--- src/rtl/mmio_spi_core_if.sv ---
// MMIO slot bus bundle for mmio_spi_core.
// Ports: cs/read/write/addr/wr_data from controller, rd_data back.
interface mmio_spi_core_if;
  logic        cs;
  logic        read;
  logic        write;
  logic [4:0]  addr;
  logic [31:0] wr_data;
  logic [31:0] rd_data;

  modport master (
    output cs, read, write, addr, wr_data,
    input  rd_data
  );

  modport slave (
    input  cs, read, write, addr, wr_data,
    output rd_data
  );
endinterface

--- src/rtl/mmio_spi_core.sv ---
// Single-slot SPI master: one byte per transfer, full duplex.
// Ports: clk, reset_n, bus (slot slave), spi_sclk/mosi/miso, spi_ss_n[S].
// Option: define SPI_LOOPBACK_EN for CTRL[18] mosi->rx loopback.
module mmio_spi_core #(
  parameter int S = 2
) (
  input  logic         clk,
  input  logic         reset_n,
  mmio_spi_core_if.slave bus,
  output logic         spi_sclk,
  output logic         spi_mosi,
  input  logic         spi_miso,
  output logic [S-1:0] spi_ss_n
);

  typedef enum logic [1:0] {
    IDLE, CPHA_DLY, P0, P1
  } state_e;

  state_e      state_q, state_d;
  logic [15:0] cnt_q, cnt_d;
  logic [2:0]  bit_q, bit_d;
  logic [7:0]  tx_q, tx_d;
  logic [7:0]  rx_q, rx_d;
  logic [7:0]  rxb_q, rxb_d;
  logic [15:0] dvsr_q;
  logic        cpol_q, cpha_q;
  logic        sclk_q, sclk_d;
  logic [S-1:0] ss_q;
  logic        ready;
  logic        wr_en;
  logic        done;
  logic        miso_s;
  logic        unused;

  assign wr_en = bus.cs && bus.write;
  assign ready = (state_q == IDLE);
  assign done  = (cnt_q == dvsr_q);

  assign unused = ^{bus.read, bus.wr_data};

`ifdef SPI_LOOPBACK_EN
  logic lb_q;
  assign miso_s = lb_q ? tx_q[7] : spi_miso;
`else
  assign miso_s = spi_miso;
`endif

  always_comb begin
    state_d = state_q;
    cnt_d   = cnt_q;
    bit_d   = bit_q;
    tx_d    = tx_q;
    rx_d    = rx_q;
    rxb_d   = rxb_q;
    unique case (state_q)
      IDLE: begin
        if (wr_en && bus.addr == 5'd2) begin
          tx_d    = bus.wr_data[7:0];
          bit_d   = 3'd0;
          cnt_d   = 16'd0;
          state_d = cpha_q ? CPHA_DLY : P0;
        end
      end
      CPHA_DLY: begin
        if (done) begin
          cnt_d   = 16'd0;
          state_d = P0;
        end else begin
          cnt_d = cnt_q + 16'd1;
        end
      end
      P0: begin
        if (done) begin
          rx_d    = {rx_q[6:0], miso_s};
          cnt_d   = 16'd0;
          state_d = P1;
        end else begin
          cnt_d = cnt_q + 16'd1;
        end
      end
      P1: begin
        if (done) begin
          cnt_d = 16'd0;
          if (bit_q == 3'd7) begin
            rxb_d   = rx_q;
            state_d = IDLE;
          end else begin
            tx_d    = {tx_q[6:0], 1'b0};
            bit_d   = bit_q + 3'd1;
            state_d = P0;
          end
        end else begin
          cnt_d = cnt_q + 16'd1;
        end
      end
      default: state_d = IDLE;
    endcase
  end

  // sclk follows the next state so it changes with the phase boundary
  always_comb begin
    sclk_d = cpol_q ^ (((state_d == P1) && !cpha_q) ||
                       ((state_d == P0) && cpha_q));
  end

  always_ff @(posedge clk or negedge reset_n) begin
    if (!reset_n) begin
      state_q <= IDLE;
      cnt_q   <= 16'd0;
      bit_q   <= 3'd0;
      tx_q    <= 8'd0;
      rx_q    <= 8'd0;
      rxb_q   <= 8'd0;
      sclk_q  <= 1'b0;
    end else begin
      state_q <= state_d;
      cnt_q   <= cnt_d;
      bit_q   <= bit_d;
      tx_q    <= tx_d;
      rx_q    <= rx_d;
      rxb_q   <= rxb_d;
      sclk_q  <= sclk_d;
    end
  end

  always_ff @(posedge clk or negedge reset_n) begin
    if (!reset_n) begin
      ss_q   <= '1;
      dvsr_q <= 16'h0200;
      cpol_q <= 1'b0;
      cpha_q <= 1'b0;
    end else begin
      if (wr_en && bus.addr == 5'd1)
        ss_q <= bus.wr_data[S-1:0];
      if (wr_en && bus.addr == 5'd3 && ready) begin
        dvsr_q <= bus.wr_data[15:0];
        cpol_q <= bus.wr_data[16];
        cpha_q <= bus.wr_data[17];
      end
    end
  end

`ifdef SPI_LOOPBACK_EN
  always_ff @(posedge clk or negedge reset_n) begin
    if (!reset_n)
      lb_q <= 1'b0;
    else if (wr_en && bus.addr == 5'd3 && ready)
      lb_q <= bus.wr_data[18];
  end
`endif

  always_comb begin
    bus.rd_data = 32'd0;
    if (bus.addr == 5'd0)
      bus.rd_data = {23'd0, ready, rxb_q};
  end

  assign spi_sclk = sclk_q;
  assign spi_mosi = tx_q[7];
  assign spi_ss_n = ss_q;

endmodule

--- src/flat_wrapper.sv ---
// flat-port wrapper written by rule: the top's interface ports become plain ports
module mmio_spi_core_flat 
#(
  parameter int S = 2
)
  (clk, reset_n, spi_sclk, spi_mosi, spi_miso, spi_ss_n, bus_cs, bus_read, bus_write, bus_addr, bus_wr_data, bus_rd_data);
  mmio_spi_core_if bus_i ();
  input  logic clk;
  input  logic reset_n;
  output logic spi_sclk;
  output logic spi_mosi;
  input  logic spi_miso;
  output logic [S-1:0] spi_ss_n;
  input wire logic [$bits(bus_i.cs)-1:0] bus_cs;
  input wire logic [$bits(bus_i.read)-1:0] bus_read;
  input wire logic [$bits(bus_i.write)-1:0] bus_write;
  input wire logic [$bits(bus_i.addr)-1:0] bus_addr;
  input wire logic [$bits(bus_i.wr_data)-1:0] bus_wr_data;
  output wire logic [$bits(bus_i.rd_data)-1:0] bus_rd_data;
  assign bus_i.cs = bus_cs;
  assign bus_i.read = bus_read;
  assign bus_i.write = bus_write;
  assign bus_i.addr = bus_addr;
  assign bus_i.wr_data = bus_wr_data;
  assign bus_rd_data = bus_i.rd_data;
  mmio_spi_core #(.S(S)) u_core (.clk(clk), .reset_n(reset_n), .bus(bus_i), .spi_sclk(spi_sclk), .spi_mosi(spi_mosi), .spi_miso(spi_miso), .spi_ss_n(spi_ss_n));
endmodule
--- config.mk ---
export PLATFORM = sky130hd
export DESIGN_NAME = mmio_spi_core_flat
export DESIGN_NICKNAME = d
export VERILOG_FILES = /design/src/rtl/mmio_spi_core_if.sv /design/src/rtl/mmio_spi_core.sv /design/src/flat_wrapper.sv
export SDC_FILE = /design/constraint.sdc
export NUM_CORES = 1
export LEC_CHECK = 0
export CAP_MARGIN = 15
export CORE_UTILIZATION = 45
export DETAILED_ROUTE_END_ITERATION = 12
export PLACE_DENSITY = 0.7
export SLEW_MARGIN = 10
export SYNTH_ARGS = -nofsm -noshare
export SYNTH_HDL_FRONTEND = slang
export SYNTH_SLANG_ARGS = --single-unit
--- constraint.sdc ---
create_clock -name clk -period 2.65 [get_ports clk]
set_input_delay 0.265 -clock clk [delete_from_list [all_inputs] [get_ports clk]]
set_output_delay 0.265 -clock clk [all_outputs]
set_load 0.01 [all_outputs]
==> results.json <==
{
  "status": "complete, no violations",
  "clock_skew_ps": 11.1,
  "clock_sinks": 66,
  "antenna_found_initial": 0,
  "slowest_stage": "clkdlybuf4s50_1",
  "slew_headroom_pct": 57.7,
  "ant_nets": 0,
  "cts_tree": "built",
  "drc_errors": 0,
  "ys_types": 40,
  "synth_edf_count": 0,
  "power-per-cell-area_mw_per_mm2": 492,
  "postSynthCellCount": 303,
  "ioPinCount": 79,
  "required_ps": 2380,
  "crit_buf_inv": 1,
  "grt_pass1_wl_mm": 10.7,
  "synthTopCellsByCount": "dfrtp_1, mux2_2, buf_4",
  "synth.area.top_cells": "dfrtp_1, mux2_2, buf_4",
  "nets": 396,
  "drv_cap": 0,
  "wirelength_mm": 6.20,
  "grt_max_degree": 30,
  "num_antenna_cells": 0,
  "cts_max_path_buffers": 2,
  "yosysMostFrequentCell": "dfrtp_1",
  "firstDrtPassIters": 6,
  "vdd_drop_max_v": 0.000345,
  "yosysWarnings": 0,
  "coreArea_mm2": 0.00725,
  "die_h_um": 88.5,
  "rows": 31,
  "crit_fanout": 10,
  "cts_buffers": 9,
  "ys_seq_area_share_pct": 49.2,
  "fp.dieW_um": 88.5,
  "finalSetupTns_ps": 0,
  "hold_path_depth": 1,
  "rrSetupSlack_ps": 510,
  "slowest_delay_ps": 530,
  "crit_family": "simple AND/OR/NAND/NOR gates",
  "area_growth_pct": 18.6,
  "endpoint_kind": "output port",
  "die_area_mm2": 0.00783,
  "synth_top_area_cell": "dfrtp_1",
  "hpwl_mm": 4.54,
  "post-cts-setup-buffers": 0,
  "cp_cell_sequence": "nor2_1, and3_1, clkdlybuf4s50_1",
  "r2r_cells": 6,
  "async_flop_share_pct": 100,
  "hp-start": "u_core.cpol_q",
  "cp.arrival_ps": 2060,
  "layout_min_cycle_time_ps": 2330,
  "clock-root-buffer": "clkbuf_8",
  "synth_top_area_share_pct": 46.9,
  "min_to": "u_core.spi_sclk",
  "vias": 2289,
  "syn_area_per_cell_um2": 11.1,
  "synthFlopType": "dfrtp_1",
  "rsz0062_at_grt": "no",
  "grt_pass1_vias": 2206,
  "grt.overflow.total": 0,
  "worstMarginPinSlew_ps": 634,
  "setup_violations": 0,
  "layout-drive-gt1-share_pct": 19.4,
  "io_buffers": 40,
  "leakagePower_nw": 1.84,
  "regToRegEndpoint": "u_core.rx_q[0]",
  "start_util_pct": 46.4,
  "htreeDepth": 3,
  "via_per_inst": 5.04,
  "synth_area_mm2": 0.00336,
  "start_kind": "register",
  "clock.fmax_mhz": 430,
  "final_hold_viol_count": 0,
  "fin_crit_sh_pct": 87.8,
  "wire_per_inst_um": 13.7,
  "power_mw": 1.96,
  "gp_congestion": 0.797,
  "r2r-start": "u_core.cnt_q[4]",
  "slew_violations": 0,
  "clkLatencyLatePin_ps": 350,
  "drt-initial-drc-count": 114,
  "critPathKind": "register to output port",
  "synth_seq_cells": 66,
  "grtUsageTotal_pct": 18.2,
  "hp-class": "register to register",
  "clkTransAtPathRegs_ps": 80
}
[flip-flops by register name, summed over array words and instances (netlist names)]
register and cells:
u_core.bit_q 3, u_core.cnt_q 16, u_core.cpha_q 1, u_core.cpol_q 1, u_core.dvsr_q 16, u_core.rx_q 8
u_core.rxb_q 8, u_core.spi_sclk 1, u_core.spi_ss_n 2, u_core.state_q 2, u_core.tx_q 8
[report_power, final]
part | total (mW) | switching [mW] | internal [mW]
registers | 1.02 | 0.00221 | 1.01
clock network | 0.845 | 0.404 | 0.442
logic | 0.101 | 0.0521 | 0.0493
[worst reg2reg max path: cells and delay by family (launching register included)]
family,cells,cell delay [ps]
xor+xnor,1,240
simple gates,3,770
mux,1,360
flops,1,430
buf+inv,1,230
[routing by layer]
layer	vias up	GRT usage, %	part of all wire, %
met3	13	4.01	4.0
li1	1116	-	-
met2	51	28.7	48
met4	0	9.24	2.2
met1	1109	23.7	46
met5	-	0	0
[area by class of cell]
type | count | area [um2]
timing repair buffer | 48 | 458
clock buffer | 9 | 124
clock inverter | 7 | 78.8
multi-input combinational | 217 | 1520
fill | 655 | 3260
inverter | 8 | 30.0
sequential | 66 | 1660
tap | 99 | 124
[logic make-up after synthesis]
group	after synthesis	synth area share, %
other	1	0.111
muxes	45	14.8
DFF	66	49.2
and+or+nand+nor	82	13.8
xor gates and xnor gates	22	5.73
AOI/OAI and AO/OA	42	7.18
buffers and inverters	42	8.07
adders and majority gates	3	1.12
[repair_timing]
action	4_1_cts	5_1_grt
resized for setup	0	0
hold endpoints to repair	25	0
hold buffers	1	0
[per-stage QoR]
stage	utilization (%)	std cells	worst slack, ps	cell area, um2	hold slack, ps
5_1_grt	55.0	454	175	3990	469
3_5_place_dp	52.1	437	445	3780	325
2_1_floorplan	-	325	750	3450	-30.6
4_1_cts	55.0	454	292	3990	466
3_3_place_gp	52.1	437	475	3780	325
6_report	55.0	454	323	3990	463
[worst max-delay path by stage]
stage          depth (start not counted)  slack (ps)               from               to
2_1_floorplan                          7         750    u_core.cnt_q[0]   u_core.rx_q[0]
3_3_place_gp                           6         480        bus_addr[4]  u_core.bit_q[0]
3_5_place_dp                           8         450        bus_addr[4]   u_core.tx_q[4]
4_1_cts                                3         290  u_core.state_q[0]   bus_rd_data[8]
5_1_grt                                3         170  u_core.state_q[0]   bus_rd_data[8]
6_report                               3         320  u_core.state_q[0]   bus_rd_data[8]
[cells in the final DEF (no fill, tap or decap), types with 2 or more instances in the layout]
cell type / Yosys / layout
mux2_2: 37 / 37
nor3_1: 4 / 4
and3_1: 14 / 14
nand2_1: 15 / 15
or3_1: 3 / 3
nand4_1: 7 / 7
a22o_1: 2 / 2
dfrtp_1: 63 / 63
mux2i_1: 8 / 8
clkdlybuf4s50_1: 0 / 39
buf_4: 24 / 7
nor3b_1: 3 / 3
conb_1: 1 / 23
inv_1: 8 / 8
clkinv_4: 0 / 4
nor2_1: 14 / 14
xnor2_1: 18 / 18
xor2_1: 4 / 4
nor4b_1: 2 / 2
a21oi_1: 12 / 12
dfstp_2: 3 / 3
nand3_1: 10 / 10
clkbuf_8: 0 / 9
and4_1: 2 / 2
ha_1: 3 / 3
a21o_1: 3 / 3
o21ai_0: 20 / 20
No activity file was read; power rests on OpenSTA's default activity.
